$ cat src/rtl/multi_button_toggle.sv
// multi_button_toggle
//   N-channel pushbutton front end. Each channel has a 2-FF synchroniser,
//   a registered rising-edge detect, a lockout FSM timed by one shared tick
//   prescaler, and a toggle register.
//
// Ports
//   clk_ms      in   master clock, all logic on its rising edge
//   reset_n     in   synchronous active-low reset
//   btn         in   raw asynchronous button levels, 1 = pressed
//   clear       in   per-channel synchronous clear of the toggle level
//   pulse       out  one-cycle strobe per accepted press
//   state       out  toggle level, inverts on each accepted press
//   busy        out  1 while the channel is in LOCK or WAIT_REL
//   long_press  out  one-cycle strobe on a long hold (optional)
//   tick        out  shared prescaler strobe, one cycle every TICK_PERIOD
//
// Optional feature macro: MULTI_BUTTON_LONG_PRESS_EN
//   Defined   : long_press fires once per press when the hold reaches
//               LONG_TICKS ticks.
//   Undefined : long_press is tied to 0.
//
// Channel FSM
//   state       | meaning
//   ST_IDLE     | waiting for a rising edge on the synchronised input
//   ST_LOCK     | press accepted, input ignored until LOCKOUT_TICKS ticks
//   ST_WAIT_REL | lockout over, waiting for the button to be released

module multi_button_toggle #(
    parameter int CHANNELS      = 4,
    parameter int TICK_PERIOD   = 25000,
    parameter int TICK_W        = 16,
    parameter int LOCKOUT_TICKS = 100,
    parameter int LONG_TICKS    = 1000
) (
    input  logic                clk_ms,
    input  logic                reset_n,
    input  logic [CHANNELS-1:0] btn,
    input  logic [CHANNELS-1:0] clear,
    output logic [CHANNELS-1:0] pulse,
    output logic [CHANNELS-1:0] state,
    output logic [CHANNELS-1:0] busy,
    output logic [CHANNELS-1:0] long_press,
    output logic                tick
);

    if (CHANNELS < 1 || CHANNELS > 16 || TICK_PERIOD < 1 ||
        (TICK_PERIOD - 1) >= (1 << TICK_W) ||
        LOCKOUT_TICKS < 1 || LOCKOUT_TICKS > 255 ||
        LONG_TICKS <= LOCKOUT_TICKS || LONG_TICKS > 65535) begin : g_bad_params
        $error("multi_button_toggle: parameter out of range");
    end

    localparam logic [TICK_W-1:0] TICK_LAST = TICK_W'(TICK_PERIOD - 1);
    localparam logic [15:0]       LOCK_CNT  = 16'(LOCKOUT_TICKS);
    localparam logic [15:0]       CNT_SAT   = 16'hFFFF;
`ifdef MULTI_BUTTON_LONG_PRESS_EN
    localparam logic [15:0]       LONG_CNT  = 16'(LONG_TICKS);
`endif

    typedef enum logic [1:0] {
        ST_IDLE     = 2'd0,
        ST_LOCK     = 2'd1,
        ST_WAIT_REL = 2'd2
    } ch_state_e;

    // Shared prescaler
    logic [TICK_W-1:0] presc_q, presc_d;
    logic              tick_int;

    assign tick_int = (presc_q == TICK_LAST);
    assign presc_d  = tick_int ? '0 : presc_q + TICK_W'(1);
    assign tick     = tick_int;

    always_ff @(posedge clk_ms) begin
        if (!reset_n) presc_q <= '0;
        else          presc_q <= presc_d;
    end

    // Synchroniser and edge detect. The fill counter keeps the edge detect
    // quiet until s2_prev_q holds a real post-reset sample, so a button
    // already held through reset is not mistaken for a press.
    logic [CHANNELS-1:0] s1_q, s2_q, s2_prev_q, edge_q;
    logic [1:0]          fill_q;
    logic                sync_ok;

    assign sync_ok = (fill_q == 2'd3);

    always_ff @(posedge clk_ms) begin
        if (!reset_n) begin
            s1_q      <= '0;
            s2_q      <= '0;
            s2_prev_q <= '0;
            edge_q    <= '0;
            fill_q    <= 2'd0;
        end else begin
            s1_q      <= btn;
            s2_q      <= s1_q;
            s2_prev_q <= s2_q;
            edge_q    <= sync_ok ? (s2_q & ~s2_prev_q) : '0;
            if (!sync_ok) fill_q <= fill_q + 2'd1;
        end
    end

    for (genvar g = 0; g < CHANNELS; g++) begin : g_ch
        ch_state_e   fsm_q;
        logic [15:0] cnt_q;
        logic        pulse_q, state_q, busy_q;
        logic        accept;

        assign accept = (fsm_q == ST_IDLE) && edge_q[g];

`ifdef MULTI_BUTTON_LONG_PRESS_EN
        logic long_q, long_done_q;
        assign long_press[g] = long_q;
`else
        assign long_press[g] = 1'b0;
`endif

        always_ff @(posedge clk_ms) begin
            if (!reset_n) begin
                fsm_q   <= ST_IDLE;
                cnt_q   <= '0;
                pulse_q <= 1'b0;
                state_q <= 1'b0;
                busy_q  <= 1'b0;
`ifdef MULTI_BUTTON_LONG_PRESS_EN
                long_q      <= 1'b0;
                long_done_q <= 1'b0;
`endif
            end else begin
                pulse_q <= accept;
                // clear has priority over a same-cycle toggle
                if (clear[g])    state_q <= 1'b0;
                else if (accept) state_q <= ~state_q;
`ifdef MULTI_BUTTON_LONG_PRESS_EN
                long_q <= 1'b0;
`endif
                case (fsm_q)
                    ST_IDLE: begin
                        if (edge_q[g]) begin
                            cnt_q  <= '0;
                            fsm_q  <= ST_LOCK;
                            busy_q <= 1'b1;
`ifdef MULTI_BUTTON_LONG_PRESS_EN
                            long_done_q <= 1'b0;
`endif
                        end
                    end
                    ST_LOCK: begin
                        // exit test uses the pre-increment count
                        if (tick_int) cnt_q <= cnt_q + 16'd1;
                        if (cnt_q == LOCK_CNT) fsm_q <= ST_WAIT_REL;
                    end
                    ST_WAIT_REL: begin
                        if (tick_int && cnt_q != CNT_SAT) cnt_q <= cnt_q + 16'd1;
                        if (!s2_q[g]) begin
                            fsm_q  <= ST_IDLE;
                            busy_q <= 1'b0;
                        end
`ifdef MULTI_BUTTON_LONG_PRESS_EN
                        // count sits at LONG_CNT for a whole tick period;
                        // the done flag limits the strobe to one cycle
                        else if (cnt_q == LONG_CNT && !long_done_q) begin
                            long_q      <= 1'b1;
                            long_done_q <= 1'b1;
                        end
`endif
                    end
                    default: begin
                        fsm_q  <= ST_IDLE;
                        busy_q <= 1'b0;
                    end
                endcase
            end
        end

        assign pulse[g] = pulse_q;
        assign state[g] = state_q;
        assign busy[g]  = busy_q;
    end

endmodule

$ cat config.mk
export PLATFORM = sky130hd
export DESIGN_NAME = multi_button_toggle
export DESIGN_NICKNAME = d
export VERILOG_FILES = /design/src/rtl/multi_button_toggle.sv
export SDC_FILE = /design/constraint.sdc
export NUM_CORES = 1
export LEC_CHECK = 0
export ABC_AREA = 1
export ABC_CLOCK_PERIOD_IN_PS = 2460
export BUFFER_PORTS_ARGS = -buffer_cell sky130_fd_sc_hd__buf_2
export CORE_ASPECT_RATIO = 0.9
export CORE_UTILIZATION = 41
export CTS_CLUSTER_SIZE = 20
export DETAILED_ROUTE_END_ITERATION = 8
export GPL_TIMING_DRIVEN = 0
export PLACE_DENSITY = 0.58
export SYNTH_ARGS = -nofsm -noshare
export SYNTH_HDL_FRONTEND = slang
export SYNTH_SLANG_ARGS = --single-unit
$ cat constraint.sdc
create_clock -name clk_ms -period 2.46 [get_ports clk_ms]
set_input_delay 0.369 -clock clk_ms [delete_from_list [all_inputs] [get_ports clk_ms]]
set_output_delay 0.369 -clock clk_ms [all_outputs]
set_load 0.01 [all_outputs]
Yosys cells after proc, flatten, opt, wreduce, memory -nomap -nowiden
Cells that the tools add are included.
{"block": "totals", "regBits": 118, "out_inout_bits": 17, "elab_cells": 159, "in_bits": 10}
{"block": "classes", "mux": 44, "addsub": 6, "n_eq_ne": 38, "n_reduce_logical": 34, "n_bitwise": 11}
{"operator": "two-way mux 16 bit", "count": 12}
{"operator": "one-hot mux 16 bit (3 select lines)", "count": 4}
{"operator": "adder 16 x 1 -> 16 bit, second input constant", "count": 5}
{"operator": "equality test 16 x 7 -> 1 bit, second input constant", "count": 4}
{"operator": "!= test 16 bit, second input constant", "count": 4}
{"operator": "!= test 2 bit, second input constant", "count": 20}
{"operator": "two-way mux 2 bit", "count": 12}
{"operator": "one-hot mux 2 bit (3 select lines)", "count": 4}
{"operator": "AND reduction 3 bit", "count": 8}
{"operator": "equality test 16 x 15 -> 1 bit, second input constant", "count": 1}
{"operator": "AND reduction 4 bit", "count": 4}
{"operator": "one-hot mux 1 bit (3 select lines)", "count": 4}
{"operator": "nonzero test 3 bit", "count": 4}
{"operator": "equality test 2 bit, second input constant", "count": 5}
{"operator": "OR reduction 2 bit", "count": 5}
{"operator": "NOT 1 bit", "count": 9}
{"operator": "equality test 2 x 1 -> 1 bit, second input constant", "count": 4}
{"operator": "logical AND 1 bit", "count": 8}
{"operator": "zero test 2 bit", "count": 4}
{"operator": "two-way mux 1 bit", "count": 8}
{"operator": "AND 4 bit", "count": 1}
{"operator": "NOT 4 bit", "count": 1}
{"operator": "adder 2 x 1 -> 2 bit, second input constant", "count": 1}
{"operator": "AND reduction 2 bit", "count": 1}

Logic depth before layout (Yosys ltp)
{"block": "logic_depth", "ltp_word": 4, "depth_mapped": 15, "mapped_depth_nobuf": 14}

Worst setup path before layout
Ideal clock, no wire load.
{"block": "synth_path", "path_kind": "register to register", "start": "register presc_q[0]", "end": "register g_ch[2].cnt_q[15]", "arrival_time_ps": 1525, "synth_period_minus_slack_ps": 1657, "stages_incl_launch_ff": 15, "n_path_buf": 2, "required_time_ps": 2328, "slack_ps": 803, "setup_time_ps": 132, "cell_sequence": "dfxtp_1 -> ha_1 -> nand2_1 -> clkinv_1 -> nand2_1 -> nor2_1 -> nand2_2 -> buf_6 -> nand2_1 -> nand2_2 -> inv_2 -> nand2_2 -> buf_4 -> nand2_1 -> a21oi_1"}
{"block": "synth_between", "elab_chain_cells": 4, "elab_cells_between_ends": 5, "cone_classes": "3 x eq/ne; 2 x reduce/logical"}
{"item": "start, declared", "line_no": "67", "text": "logic [TICK_W-1:0] presc_q, presc_d;"}
{"item": "start signal, assigned", "line_no": "76", "text": "else presc_q <= presc_d;"}
{"item": "equality test 16 x 15 -> 1 bit (*)", "line_no": "70", "text": "assign tick_int = (presc_q == TICK_LAST);"}
{"item": "logical AND 1 bit", "line_no": "155", "text": "if (tick_int && cnt_q != CNT_SAT) cnt_q <= cnt_q + 16'd1;"}
{"item": "!= test 2 bit (no line)"}
{"item": "AND reduction 4 bit (no line) (*)"}
{"item": "end signal, assigned", "line_no": "151", "text": "if (tick_int) cnt_q <= cnt_q + 16'd1;"}
{"item": "end signal, assigned", "line_no": "155"}
{"item": "end, declared", "line_no": "106", "text": "logic [15:0] cnt_q;"}
Mark *: on every way between the ends. The rest lies on a longest branch, timed or not.
A chain may end at the register's enable or synchronous reset.

Worst setup path after layout
{"block": "layout_path", "start": "register presc_q[0]", "end": "output tick"}
{"block": "layout_between", "elab_chain_cells": 1}
{"item": "equality test 16 x 15 -> 1 bit", "line_no": "70"}
{"item": "end, declared", "line_no": "43", "text": "output logic tick"}
No other way between the ends.

==> out/metrics.cfg <==
[status]
outcome = finished, final reports clean

[timing]
drv_slew = 0
finalWorstSetupSlack_ns = 0.425
tns_ns = 0
maxSlewHeadroom_pct = 52.6
clock.fmax_mhz = 491
min_period_ns = 2.04
setup_viol = 0
min_period_over_period_pct = 82.7
rsz0062_at_grt = no
worst_pin_slew_ns = 0.711
finalHoldViolCount = 0
clock-skew-final_ns = 0.00586

[worst_setup_path]
crit_required_ns = 2.09
slowest_stage = dfxtp_1
crit_type = reg2out
worstSetupStartpoint = presc_q[0]
worst-path-stages = 6
max_stage_delay_ns = 0.35
worst-r2r-setup-slack_ns = 0.46
cp.arrival_ns = 1.67
r2r-start = g_ch[2].cnt_q[0]
r2r_cells = 12
cp.buffers_inverters = 1
cp-start-kind = flop
reg2reg_to = g_ch[2].cnt_q[15]
crit_path_end_kind = output port
crit_chain = ha_1 -> nand2_1 -> nor2_1 -> nand2_1 -> nor2_1 -> buf_2
crit_end = tick
path_max_fanout = 4
crit_family = simple AND/OR/NAND/NOR gates

[floorplan]
dieArea_sq_um = 17900
std_cell_rows = 45
fp.dieH_microns = 127
die_w_microns = 141
core_sq_um = 16900
ios = 27
initial_core_util_pct = 42.1

[clock_network]
htreeDepth = 4
hold_buffers = 0
cts_tree = yes
root_buffer = clkbuf_16
clk_latency_ns = 0.41
clock_path_buffers = 2
cts_buffers = 17
clock_sinks = 118
cts_resized = 0
post_cts.repair.setup_buffers = 0
clk_pin_slew_ns = 0.05

[route]
drc = 0
wirelength_microns = 17500
wire_per_inst_microns = 12.2
dr.pass1.iters = 8
vias = 6872
drt_iter0_markers = 459
ant_nets = 0
viasPerCell = 4.81

[global_route]
grt_pass1_vias = 6397
grt_pass1_wl_microns = 30100
grt_use_total_pct = 20.9
grt_overflow_total = 0
grt_max_degree = 17
grt.met2_usage_pct = 32.5
use_met3_pct = 3.94
antenna_found_initial = 0
grt_busiest_layer = met2
met1_usage_pct = 28.7

[synthesis]
yosys_most_used_dff = dfxtp_1
synth_edf_count = 0
ys_seq_area_share_pct = 33.1
synth_area_leaders = dfxtp_1 33%, nand2_1 16%, nor2_1 9.6%
synth_top_area_share_pct = 33.1
synth_cells = 1139
ys_ff_latch = 118
synth_warnings = 0
yosysUniqueCellTypes = 32
avgSynthCellArea_sq_um = 6.26
async_flop_share_pct = 0
post-synth-top-area-cell = dfxtp_1
netlist_area_sq_um = 7130

[power]
leakage_nw = 3.31
power_density_nw_per_um2 = 836
max-vdd-ir-drop_v = 0.000507

[placement]
place.gp.congestion = 0.889
hpwl_microns = 12900
dp_slack_ns = 0.474
io_buffer_count = 22

[final_layout]
final_common_cell = nand2_1
area_growth_pct = 14.3
antenna_cells = 0
layout_common_cells = 303 x nand2_1, 183 x nor2_1, 152 x inv_1
layout.nets = 1223
drive_gt1_share_pct = 8.70

[min_path]
hold_class = in2reg

[job]
cap_viol_max_count = 0

## cells by family after synthesis
kind of cell,after synthesis,share of synthesized area [%]
other,1,0.0526
AO/OA/AOI/OAI,114,8.53
flip-flops,118,33.1
XOR/XNOR,14,1.72
buffers and inverters,200,12.1
AND/OR/NAND/NOR,662,39.2
adder cells (fa/ha/maj),30,5.27
## sequential cells by signal (all words and copies together) (netlist names)
register / cells
fill_q: 2
g_ch.busy_q: 4
g_ch.pulse_q: 4
presc_q: 16
g_ch.state_q: 4
s2_prev_q: 4
s2_q: 4
s1_q: 4
g_ch.cnt_q: 64
g_ch.fsm_q: 8
edge_q: 4
## area by class of cell
| type | instances | area, sq um |
|---|---|---|
| Clock inverter | 7 | 92.6 |
| Buffer | 44 | 278 |
| Fill cell | 1765 | 8800 |
| Clock buffer | 24 | 512 |
| Timing Repair Buffer | 22 | 110 |
| Sequential cell | 118 | 2360 |
| Inverter | 156 | 586 |
| Tap cell | 235 | 294 |
| Multi-Input combinational cell | 824 | 3910 |
## cell usage after synthesis (3+ instances only)
cell type  count
buf_2          6
o21ai_0       24
xor2_1         8
buf_6          4
nor3_1        22
ha_1          30
nand4_1       26
dfxtp_1      118
nand2_1      303
a21oi_1       79
inv_2          3
inv_1        152
nor3b_1        5
nand2_2        7
nand3_1       92
xnor2_1        6
clkbuf_1      12
nor4_1        11
buf_4         20
nor2_1       183
nor2_2         8
o31ai_1        4
## through the flow
step / hold slack (ns) / instances / utilization, % / power [mW] / area [sq um]
after floorplan: 0.375 / 1142 / - / 3.76 / 7140
after global placement: 0.379 / 1399 / 44.5 / 4.34 / 7540
after detailed placement: 0.383 / 1399 / 44.5 / 4.35 / 7540
after CTS: 0.0970 / 1430 / 48.1 / 6.89 / 8150
after global routing: 0.108 / 1430 / 48.1 / 7.27 / 8150
final: 0.114 / 1430 / 48.1 / 6.81 / 8150
## metal layers
metal	routed length, microns	vias up
met3	625	24
met2	7540	124
met4	301	0
met1	9010	3056
li1	-	3668
met5	0	-
## how the worst min path moves through the flow
stage                 startpoint  slack (ns)               to  cells past startpoint
finish                  clear[3]        0.11  g_ch[3].state_q                      2
global route            clear[0]        0.11  g_ch[0].state_q                      2
CTS                     clear[0]         0.1  g_ch[0].state_q                      2
detailed placement  s2_prev_q[2]        0.38        edge_q[2]                      1
global placement    s2_prev_q[2]        0.38        edge_q[2]                      1
floorplan           s2_prev_q[0]        0.37        edge_q[0]                      1
## where the power goes
part / leakage (nW) / total [mW] / internal (mW) / switching, mW
registers: 0.955 / 2.11 / 2.02 / 0.0939
logic: 2.06 / 2.18 / 0.660 / 1.52
clock network: 0.290 / 2.52 / 1.64 / 0.875
total: 3.31 / 6.81 / 4.32 / 2.49
Power figures use the tool's default switching activity.
